$ cat src/rtl/pipe_ctrl_pkg.sv
// Shared types and constants for the pipeline stall controller.
// Holds the FSM state encoding, counter width and register index width.
// Also provides the saturating increment used by both statistics counters.
package pipe_ctrl_pkg;
  localparam int CNT_W = 16;
  localparam int REG_W = 5;

  typedef enum logic {
    RUN  = 1'b0,
    HOLD = 1'b1
  } state_t;

  // Increment that sticks at all-ones instead of wrapping to zero.
  function automatic logic [CNT_W-1:0] sat_inc(input logic [CNT_W-1:0] v);
    return (v == {CNT_W{1'b1}}) ? v : v + CNT_W'(1);
  endfunction
endpackage

$ cat src/rtl/hazard_detect.sv
// Data-hazard detection between the ID-stage consumer and the EX-stage producer.
// Purely combinational, zero latency.
// Has no flow control of its own; the controller decides how hazards stall the pipe.
module hazard_detect
  import pipe_ctrl_pkg::*;
(
  input  logic [REG_W-1:0] if_id_rs_i,
  input  logic [REG_W-1:0] if_id_rt_i,
  input  logic             if_id_use_rt_i,
  input  logic             if_id_is_branch_i,
  input  logic [REG_W-1:0] id_ex_rd_i,
  input  logic             id_ex_reg_write_i,
  input  logic             id_ex_mem_read_i,
  output logic             hz_lu_o,
  output logic             hz_b1_o,
  output logic             hz_b2_o
);

  logic ex_match;

  // EX destination feeds an ID source; $0 never creates a dependency and Rt
  // only counts when the ID instruction actually reads it.
  assign ex_match = (id_ex_rd_i != '0) &&
                    ((id_ex_rd_i == if_id_rs_i) ||
                     (if_id_use_rt_i && (id_ex_rd_i == if_id_rt_i)));

  // Load-use for ordinary instructions; branches are handled by the b2 case.
  assign hz_lu_o = id_ex_mem_read_i && ex_match && !if_id_is_branch_i;

  // Branches compare in ID, so an ALU result still in EX needs one bubble.
  assign hz_b1_o = if_id_is_branch_i && id_ex_reg_write_i && !id_ex_mem_read_i && ex_match;

  // Branch behind a load needs the loaded value, which is two cycles away.
  assign hz_b2_o = if_id_is_branch_i && id_ex_mem_read_i && ex_match;

endmodule

$ cat src/rtl/pipe_stall_ctrl.sv
// Pipeline stall/flush controller with cache freeze and bubble statistics.
// Control outputs are combinational (zero latency); counters are registered.
// Cache stall freezes everything; hazards insert one or two bubbles in ID/EX.
module pipe_stall_ctrl
  import pipe_ctrl_pkg::*;
(
  input  logic             clk,
  input  logic             rst,
  input  logic [REG_W-1:0] IfIdRs,
  input  logic [REG_W-1:0] IfIdRt,
  input  logic             IfId_useRt,
  input  logic             IfId_isBranchType,
  input  logic             Branch_taken,
  input  logic [REG_W-1:0] IdExRd,
  input  logic             IdEx_RegWrite,
  input  logic             IdEx_MemRead,
  input  logic             ICache_stall,
  input  logic             DCache_stall,
  output logic             PC_write,
  output logic             IfId_write,
  output logic             IfId_flush,
  output logic             IdEx_write,
  output logic             IdEx_flush,
  output logic             ExMem_write,
  output logic             MemWb_write,
  output logic [CNT_W-1:0] StallCount,
  output logic [CNT_W-1:0] FreezeCount
);

  state_t           state_q, state_d;
  logic             bub_q, bub_d;
  logic [CNT_W-1:0] stall_cnt_q, stall_cnt_d;
  logic [CNT_W-1:0] frz_cnt_q, frz_cnt_d;

  logic hz_lu, hz_b1, hz_b2;
  logic frz;
  logic bubble;

  hazard_detect u_hazard_detect (
    .if_id_rs_i        (IfIdRs),
    .if_id_rt_i        (IfIdRt),
    .if_id_use_rt_i    (IfId_useRt),
    .if_id_is_branch_i (IfId_isBranchType),
    .id_ex_rd_i        (IdExRd),
    .id_ex_reg_write_i (IdEx_RegWrite),
    .id_ex_mem_read_i  (IdEx_MemRead),
    .hz_lu_o           (hz_lu),
    .hz_b1_o           (hz_b1),
    .hz_b2_o           (hz_b2)
  );

  assign frz    = ICache_stall || DCache_stall;
  // A pending second bubble from HOLD wins over any new hazard evaluation.
  assign bubble = !frz && (((state_q == HOLD) && bub_q) || hz_lu || hz_b1 || hz_b2);

  // Output decode: reset and freeze force everything low, bubbles stall the front end.
  always_comb begin
    PC_write    = 1'b0;
    IfId_write  = 1'b0;
    IfId_flush  = 1'b0;
    IdEx_write  = 1'b0;
    IdEx_flush  = 1'b0;
    ExMem_write = 1'b0;
    MemWb_write = 1'b0;
    if (!rst && !frz) begin
      IdEx_write  = 1'b1;
      ExMem_write = 1'b1;
      MemWb_write = 1'b1;
      if (bubble) begin
        IdEx_flush = 1'b1;
      end else begin
        PC_write   = 1'b1;
        IfId_write = 1'b1;
        IfId_flush = Branch_taken;
      end
    end
  end

  // Next-state: freeze holds state, a branch-after-load arms one extra bubble.
  always_comb begin
    state_d     = state_q;
    bub_d       = bub_q;
    stall_cnt_d = bubble ? sat_inc(stall_cnt_q) : stall_cnt_q;
    frz_cnt_d   = frz ? sat_inc(frz_cnt_q) : frz_cnt_q;
    if (!frz) begin
      case (state_q)
        RUN: begin
          if (hz_b2) begin
            state_d = HOLD;
            bub_d   = 1'b1;
          end
        end
        HOLD: begin
          state_d = RUN;
          bub_d   = 1'b0;
        end
        default: begin
          state_d = RUN;
          bub_d   = 1'b0;
        end
      endcase
    end
  end

  // FSM and statistics registers; reset drops any pending bubble.
  always_ff @(posedge clk or posedge rst) begin
    if (rst) begin
      state_q     <= RUN;
      bub_q       <= 1'b0;
      stall_cnt_q <= '0;
      frz_cnt_q   <= '0;
    end else begin
      state_q     <= state_d;
      bub_q       <= bub_d;
      stall_cnt_q <= stall_cnt_d;
      frz_cnt_q   <= frz_cnt_d;
    end
  end

  assign StallCount  = stall_cnt_q;
  assign FreezeCount = frz_cnt_q;

endmodule

$ cat config.mk
export PLATFORM = sky130hd
export DESIGN_NAME = pipe_stall_ctrl
export DESIGN_NICKNAME = d
export VERILOG_FILES = /design/src/rtl/pipe_ctrl_pkg.sv /design/src/rtl/hazard_detect.sv /design/src/rtl/pipe_stall_ctrl.sv
export SDC_FILE = /design/constraint.sdc
export NUM_CORES = 1
export LEC_CHECK = 0
export ABC_AREA = 1
export CAP_MARGIN = 10
export CORE_MARGIN = 2
export CORE_UTILIZATION = 35
export DETAILED_ROUTE_END_ITERATION = 8
export RECOVER_POWER = 100
export SETUP_SLACK_MARGIN = 0.3
export SYNTH_ARGS = -nofsm -noshare
export SYNTH_HDL_FRONTEND = slang
export SYNTH_SLANG_ARGS = --single-unit
$ cat constraint.sdc
create_clock -name clk -period 1.5 [get_ports clk]
set_input_delay 0.3 -clock clk [delete_from_list [all_inputs] [get_ports clk]]
set_output_delay 0.3 -clock clk [all_outputs]
set_load 0.05 [all_outputs]
# Yosys cells after proc, flatten, opt, wreduce, memory -nomap -nowiden
# Index checks and enable logic that the tools add are counted.
# classes
addsub	2
multipliers	0
div	0
order_cmp	0
n_eq_ne	5
shifts	0
muxes	11
n_bitwise	4
reduce_logical	25
# ops
op	n
16-bit by 1-bit adder with 16-bit output (second input constant)	2
16-bit == test (second input constant)	2
1-bit logical AND	12
5-bit == test	2
1-bit two-way mux	9
2-bit AND reduction	3
1-bit logical OR	5
5-bit nonzero test	1
1-bit zero test	4
1-bit inverter	4
1-bit one-hot mux with 2 select lines	2
2-bit != test (second input constant)	1
# totals
reg_bits	34
latch_bits	0
mem_bits_rw	0
rom_bits	0
input_bits	24
elab_cells	51
mem_count	0

# Longest topological paths before layout
# Gate-level depths: netlist of run 1.
# depth
depth_word	12
mapped_depth	12
ltp_nobuf	11

# Hierarchy
# Synthesis of run 1 repeated with hierarchy kept, for this count alone.
# unflattened
hier_cells	373
hier_area_um2	2382.3
# modules_own_cells
mod	n_inst	cells_each	area_each_um2
pipe_stall_ctrl	1	315	2147.1
hazard_detect	1	58	235.2

# Worst setup path before layout of run 1
# Ideal clock, no wire load.
# synth_timing
kind	input to output
start	input port DCache_stall
end	output port PC_write
arrival_ns	2.466
path_slack_ns	-1.266
path_stages	6
n_path_buf	1
path_cell_list	nor2_2 > inv_2 > nor2_1 > inv_1 > nor2_1 > buf_4
# synth_via
elab_chain_len	5
# synth_rtl
item	line_no	rtl
from (decl)	pipe_stall_ctrl.sv:18	input logic DCache_stall,
1-bit logical OR (*)	pipe_stall_ctrl.sv:52	assign frz = ICache_stall || DCache_stall;
1-bit zero test (*)	n/a	
1-bit logical AND	pipe_stall_ctrl.sv:54	assign bubble = !frz && (((state_q == HOLD) && bub_q) || hz_lu || hz_b1 || hz_b2);
1-bit two-way mux	n/a	
1-bit two-way mux (*)	n/a	
to (decl)	pipe_stall_ctrl.sv:19	output logic PC_write,
# Mark *: on every way between the ends. The rest lies on a longest branch, timed or not.

# Worst setup path after layout of run 1
# layout_timing
start	input port IdExRd[1]
end	output port PC_write
# layout_via
elab_chain_len	12
# layout_rtl
item	line_no	rtl
from (decl)	pipe_stall_ctrl.sv:14	input logic [REG_W-1:0] IdExRd,
5-bit == test	hazard_detect.sv:25	(if_id_use_rt_i && (id_ex_rd_i == if_id_rt_i)));
1-bit logical AND	hazard_detect.sv:25	
1-bit logical OR	hazard_detect.sv:24	((id_ex_rd_i == if_id_rs_i) ||
1-bit logical AND (*)	hazard_detect.sv:23	assign ex_match = (id_ex_rd_i != '0) &&
1-bit logical AND (2 in a row)	hazard_detect.sv:28	assign hz_lu_o = id_ex_mem_read_i && ex_match && !if_id_is_branch_i;
1-bit logical OR (2 in a row)	pipe_stall_ctrl.sv:54	
1-bit logical OR (*)	pipe_stall_ctrl.sv:54	
1-bit logical AND (*)	pipe_stall_ctrl.sv:54	
1-bit two-way mux (*)	pipe_stall_ctrl.sv:69	if (bubble) begin
1-bit two-way mux (*)	pipe_stall_ctrl.sv:65	if (!rst && !frz) begin
# Marked as above.

==> impl_results.md, run 1 <==
- Status: finished with violations
- Failing checks: negative setup slack
- Root Buffer: clkbuf_8
- Yosys reg bits: 34
- VDD IR max: about 1400 uV
- DPL Wire Length: around 4.9 mm
- Die ar.: 0.007081 mm^2
- Worst-path clk slew: 70 ps
- Hold WC Path Type: in -> async
- Layout Cells excl Fill: 553
- Hold violation count in the final report: 0
- Cells after synthesis: 320
- Slew HR: 41.47%
- Initial Util: 35.82%
- Power density of the placed cells: approximately 1100 mW/mm^2
- Crit Path Max Fanout: 3
- Final number of setup-violating endpoints: 23
- N_diodes: 0
- DR vias: approximately 2700
- Min setup slack post-route: -197.6 ps
- Via density: 4.877
- Largest net degree at the start of global routing: 35
- Final TNS setup: -2031 ps
- Setup CP Type: in -> out
- Critical path required time: 1200 ps
- GRT Total Usage: 22.10%
- Die Span Y: between 80 and 90 um
- Sink Count: 34
- First-pass GRT wire length: ~13 mm
- Synth warn: 0
- Detailed-route wire length per cell: 14.39 um
- Initial antenna violation count: 0
- GP Congestion: 0.8801
- Lkg Pwr: approximately 2.2 nW
- Nets@finish: roughly 500
- Vias in the first global route: 2833
- Synth-to-Final Area Change: 103.6%
- IO buf count: 62
- CTS H-tree lvls: 2
- Synth cell types: 26
- Num CTS Buffers: 5
- Crit path arrival time: 1400 ps
- Cell Rows: 29
- Max-cap violations: 0
- Antenna-violating nets left: 0
- Worst slew pin tran: 877.9 ps
- Syn avg cell area: about 7 um^2
- Layout cells sized above 1: 52.52%
- Remaining global-route overflow: 0
- Final min period: 1698 ps
- Clock Tree Buf Depth: 2
- # DRC: 0
- Setup crit end kind: primary output
- IO Pins: 63
- Period utilization: 113.2%
- CTS tree: done
- Placeable Area: 0.006277 mm^2
- Drt total wl: 7.959 mm
- Crit start category: primary input
- Max-slew violations: 0
- Placed cells: 495
- Layout Skew: 7.557 ps
- 1st-pass router iterations: 4
- Cell Area, Synth: between 0.002 and 0.0025 mm^2
- Detailed Route Iter0 Violations: between 100 and 150
- Power, Total: 0.004946 W
- Syn Nets: 346
- Clk_lat worst skew: 300 ps
- Die width: 84.15 um
- Setup repair after global routing missed its margin: true
- Final Util: between 70% and 80%
- Dpl ws: -680.5 ps
- Fmax: just under 600 MHz
- Seq/Total Area, Yosys: 37.84%
## per-layer routing
metal	part of all wire, %	routed length, um	GRT usage [%]	vias up
li1	-	-	-	1304
met1	39	3069	24.47	1287
met2	54	4299	40.26	83
met3	4.5	361	5.211	23
met4	2.9	229	9.384	0
met5	0	0	0	-
## registers in the layout, summed over array words and instances, names as in the netlist
name,count
bub_q,1
StallCount,16
FreezeCount,16
state_q,1
## synth_stat cells
master	n	area [um^2]
a21oi_1	2	10.01
buf_2	1	5.000
buf_4	5	37.54
buf_6	1	11.26
clkinv_1	1	3.750
dfrtp_1	34	850.8
ha_1	2	25.02
inv_1	40	150.1
inv_2	3	11.26
nand2_1	110	412.9
nand2_4	2	22.52
nand2b_1	1	6.260
nand3_1	36	180.2
nand3_2	3	30.03
nand3b_1	2	15.01
nand4_1	3	18.77
nor2_1	24	90.09
nor2_2	2	12.51
nor3_1	11	55.05
nor4_1	1	6.260
nor4_2	1	12.51
o21ai_0	5	25.02
o21ai_1	1	5.000
or2_0	1	6.260
xnor2_1	10	87.58
xor2_1	18	157.7
## metrics by stage
| stage | instance area (um^2) | hold slack (ps) |
|---|---|---|
| 4_1_cts | 4531 | 224.0 |
| 6_report | 4577 | 453.9 |
| 3_3_place_gp | 3827 | 490.3 |
| 5_1_grt | 4577 | 491.2 |
| 3_5_place_dp | 3827 | 510.3 |
| 2_1_floorplan | 2439 | 440.2 |
## area by class of cell
cell class / count / area, um^2
multi-input cells: 236 / 1605
inverters: 44 / 203.9
well taps: 77 / 96.34
clock buffers: 7 / 86.33
flip-flops and latches: 34 / 867.1
fillers: 454 / 1700
repair buffers: 154 / 1713
clock inverters: 1 / 5.005
## worst paths after layout
kind / startpoint / endpoint / slack [ps] / cells past startpoint
worst max-delay path: IdExRd[1] / PC_write / -200 / 12
worst min register to register: bub_q / bub_q / 600 / 2
worst min-delay path: rst / StallCount[5] / 450 / 3
min in group clk: IdExRd[4] / bub_q / 470 / 5
worst max register to register: StallCount[5] / StallCount[1] / -50 / 7
max in group asynchronous: rst / FreezeCount[5] / 440 / 3
## placed cells by master (no fill, tap or decap), types with 18 or more instances in the layout
cell type,n
xor2_1,18
buf_4,44
inv_1,30
dfrtp_1,21
clkbuf_1,18
buf_6,19
buf_12,43
nand2_2,35
nand3_1,23
nand2_1,71
## logic make-up (layout without fill, tap and decap cells)
group / after synthesis / after routing / share of synthesized area, %
buffers and inverters: 51 / 206 / 9.738
AND/OR/NAND/NOR: 197 / 198 / 38.62
XOR/XNOR: 28 / 28 / 10.91
flip-flops: 34 / 34 / 37.84
AO/OA/AOI/OAI: 8 / 8 / 1.780
adder cells (fa/ha/maj): 2 / 2 / 1.113
## worst max-delay path, cell delays in order
cell and delay (ps):
buf_6 90, buf_8 130, inv_12 50, nand2_2 40, nand2_2 50, nor2_2 40
nand3_1 80, nand2_2 80, nand3_4 120, nand2_4 80, nor2_4 170, buf_12 160
## repair_timing
action / 4_1_cts / 5_1_grt
buffers inserted: 32 / 16
hold buffers: 0 / 0
resized for setup: 169 / 39
endpoints found under the setup margin: 73 / 71
gates cloned: 2 / 0
pin swaps: 46 / 31
## power breakdown
part           internal [W]  switching (W)  leakage [nW]
Sequential          0.00110       0.000158         0.426
Combinational       0.00137        0.00160          1.72
Clock              0.000370       0.000350        0.0482
Total               0.00284        0.00211          2.19
Power figures use the tool's default switching activity.
==> inputs of run 2 (changes only) <==
--- a/config.mk
+++ b/config.mk
@@ -13,4 +13,5 @@
 export RECOVER_POWER = 100
 export SETUP_SLACK_MARGIN = 0.3
+export SKIP_CTS_REPAIR_TIMING = 1
 export SYNTH_ARGS = -nofsm -noshare
 export SYNTH_HDL_FRONTEND = slang
==> constraint.sdc (replaced) <==
create_clock -name clk -period 1.5 [get_ports clk]
set_input_delay 0.3 -clock clk [delete_from_list [all_inputs] [get_ports clk]]
set_output_delay 0.3 -clock clk [all_outputs]
set_load 0.1 [all_outputs]
==> run 2 against run 1 <==
Net effect:
- the flow still finishes with violations (negative setup slack)
- flip-flop and latch count is the same
- count of clock-buffer cells in the layout shrank 2
- worst setup slack gained 30 ps
- hold slack lost 16 ps
- die area is the same
- non-clock buffer count shrank 16
- via count shrank 3.4%
- first-iteration DRC count shrank 27%
- final cell count shrank 2.9%
- largest power group unchanged
==> impl_results.md, run 2 (same netlist as run 1, synthesis figures left out) <==
- Status: finished with violations
- Failing checks: negative setup slack
- VDD IR max: 1896 uV (+37%)
- Layout Skew: 6.250 ps (-1.307 ps)
- Worst-path clk slew: 70 ps (about the same)
- Reg power frac: 24.4% (-1.0 points)
- Int Pwr: 0.002813 W (-0.86%)
- Hold violation count in the final report: 0 (unchanged)
- IO Pins: 63 (unchanged)
- CTS tree: done
- # fillers: 478 (+5.3%)
- Finished Cell Area: 0.004387 mm^2 (-4.2%)
- Root Buffer: clkbuf_8
- Critical path required time: 1200 ps (about the same)
- P_sw: 0.002628 W (+25%)
- Sink Count: 34 (unchanged)
- # DRC: 0 (unchanged)
- Remaining global-route overflow: 0 (unchanged)
- Slew HR: 40.19% (-1.3 points)
- Via density: 4.849 (-0.57%)
- Die width: 84.15 um (unchanged)
- Min setup slack post-route: -167.8 ps (+29.77 ps)
- Antenna-violating nets left: 0 (unchanged)
- Layout cells sized above 1: 59.13% (+6.6 points)
- GRT Total Usage: 19.15% (-2.9 points)
- N_diodes: 0 (unchanged)
- Critical-path cell list: buf_8 > nand2_1 > nand2_2 > nor2_4 > nand3_1 > nand2_2 > nand3_4 > a21oi_4 > buf_12
- Crit start category: primary input
- Num CTS Buffers: 5 (unchanged)
- Synth-to-Final Area Change: 95.10%
- Max-slew violations: 0 (unchanged)
- Initial Util: 35.82% (unchanged)
- Slowest Stage Delay on Critical Path: 190 ps (+20 ps)
- Commonest non-fill, non-tap cells in the layout: nand2_1, buf_6, buf_4
- DR vias: 2604 (-3.4%)
- Commonest non-fill, non-tap cell in the layout: nand2_1
- Clock Tree Buf Depth: 2 (unchanged)
- Crit path arrival time: 1370 ps (-30 ps)
- Worst hold path stage count: 4
- Comb power frac: 59.8% (-0.3 points)
- Setup CP Type: in -> out
- Nets@finish: 485 (-3.2%)
- Period utilization: 111.2% (-2.0 points)
- Die Span Y: 84.15 um (unchanged)
- Net Sw Frac: 48.30% (+5.7 points)
- Most used cell, CP: nand2_2
- Drt total wl: 7.695 mm (-3.3%)
- Setup repair after global routing missed its margin: true
- Crit Path Max Fanout: 4 (+1)
- CTS H-tree lvls: 2 (unchanged)
- Final TNS setup: -2166 ps (-135.2 ps)
- Clk_lat worst skew: 290 ps (about the same)
- Detailed-route wire length per cell: 14.33 um (-0.44%)
- Cell Rows: 29 (unchanged)
- Setup crit end kind: primary output
- Clk pwr share: 15.8% (+1.2 points)
- IO buf count: 62 (unchanged)
- Fmax: 599.6 MHz (+1.8%)
- Hold WC Path Type: in -> reg
- Largest net degree at the start of global routing: 35 (unchanged)
- Vias in the first global route: 2554 (-9.8%)
- Detailed Route Iter0 Violations: 107 (-27%)
- Post-DP Area: 0.003933 mm^2 (+2.7%)
- Worst slew pin tran: 897.2 ps (+19.32 ps)
- Final number of setup-violating endpoints: 30 (+30%)
- First-pass GRT wire length: 11.23 mm (-11%)
- DPL Wire Length: 5.035 mm (+3.8%)
- Power, Total: 0.005441 W (+10%)
- Initial antenna violation count: 0 (unchanged)
- Lkg Pwr: 2.096 nW (-4.4%)
- Max-cap violations: 0 (unchanged)
- Placeable Area: 0.006277 mm^2 (unchanged)
- 1st-pass router iterations: 4 (unchanged)
- Die ar.: 0.007081 mm^2 (unchanged)
- Reg2Reg Depth: 7 (unchanged)
- Critical path's slowest cell: a21oi_4
- Worst hold slack: 438.1 ps (-15.78 ps)
- GP Congestion: 0.9031 (+2.6%)
- Power density of the placed cells: 1240 mW/mm^2 (+15%)
- Final min period: 1668 ps (-29.77 ps)
[run 2: cell types whose count changed in the layout (fill, tap and decap cells not counted), sizes merged, moves of 2 or more]
cell           change
clkdlybuf4s15      -4
buf                +9
inv                +2
dlymetal6s2s       +5
clkbuf            -24
dlygate4sd2        -5
[run 2: through the flow]
| stage | setup WS [ps] | std cells | utilization (%) |
|---|---|---|---|
| after floorplan | -729.5 | 320 | - |
| after global placement | -650.5 | 506 | 62.65 |
| after CTS | -698.3 | 514 | 64.38 |
| after global routing | -217.6 | 537 | 69.88 |
| after detailed placement | -696.2 | 506 | 62.65 |
| final | -167.8 | 537 | 69.88 |
[run 2: area by class of cell]
type	count	area (um^2)	area share, %
sequential	34	917.1	20.91
timing repair buffer	138	1448	33.00
clock inverter	3	40.04	0.9127
clock buffer	5	68.82	1.569
multi-input combinational	236	1632	37.19
inverter	44	185.2	4.221
tap	77	96.34	2.196
[run 2: worst max-delay path: cells and delay by family]
family          cells  cell delay, ps
compound gates      1             190
buf+inv             2             300
simple gates        6             580
[run 2: power by group through the flow]
| stage | sequential, W | combinational [W] | clock, W |
|---|---|---|---|
| after floorplan | 0.00252 | 0.000584 | 0 |
| after global placement | 0.00131 | 0.00312 | 0 |
| after detailed placement | 0.00131 | 0.00313 | 0 |
| after CTS | 0.00130 | 0.00315 | 0.000867 |
| after global routing | 0.00134 | 0.00341 | 0.000902 |
| final | 0.00132 | 0.00326 | 0.000860 |
[run 2: layer usage]
metal	up-vias	GRT usage, %	wire length, um
li1	1276	-	-
met1	1245	24.49	3171
met2	67	33.98	4091
met3	16	3.245	301
met4	0	4.106	130
met5	-	0	0
[run 2: final timing paths]
kind	start	end	slack, ps
worst max-delay path	IdExRd[2]	IdEx_flush	-170
max in group asynchronous	rst	StallCount[10]	360
min in group asynchronous	rst	FreezeCount[7]	480
worst max register to register	StallCount[1]	StallCount[10]	-110
worst min-delay path	ICache_stall	state_q	440
worst min register to register	StallCount[4]	StallCount[4]	580
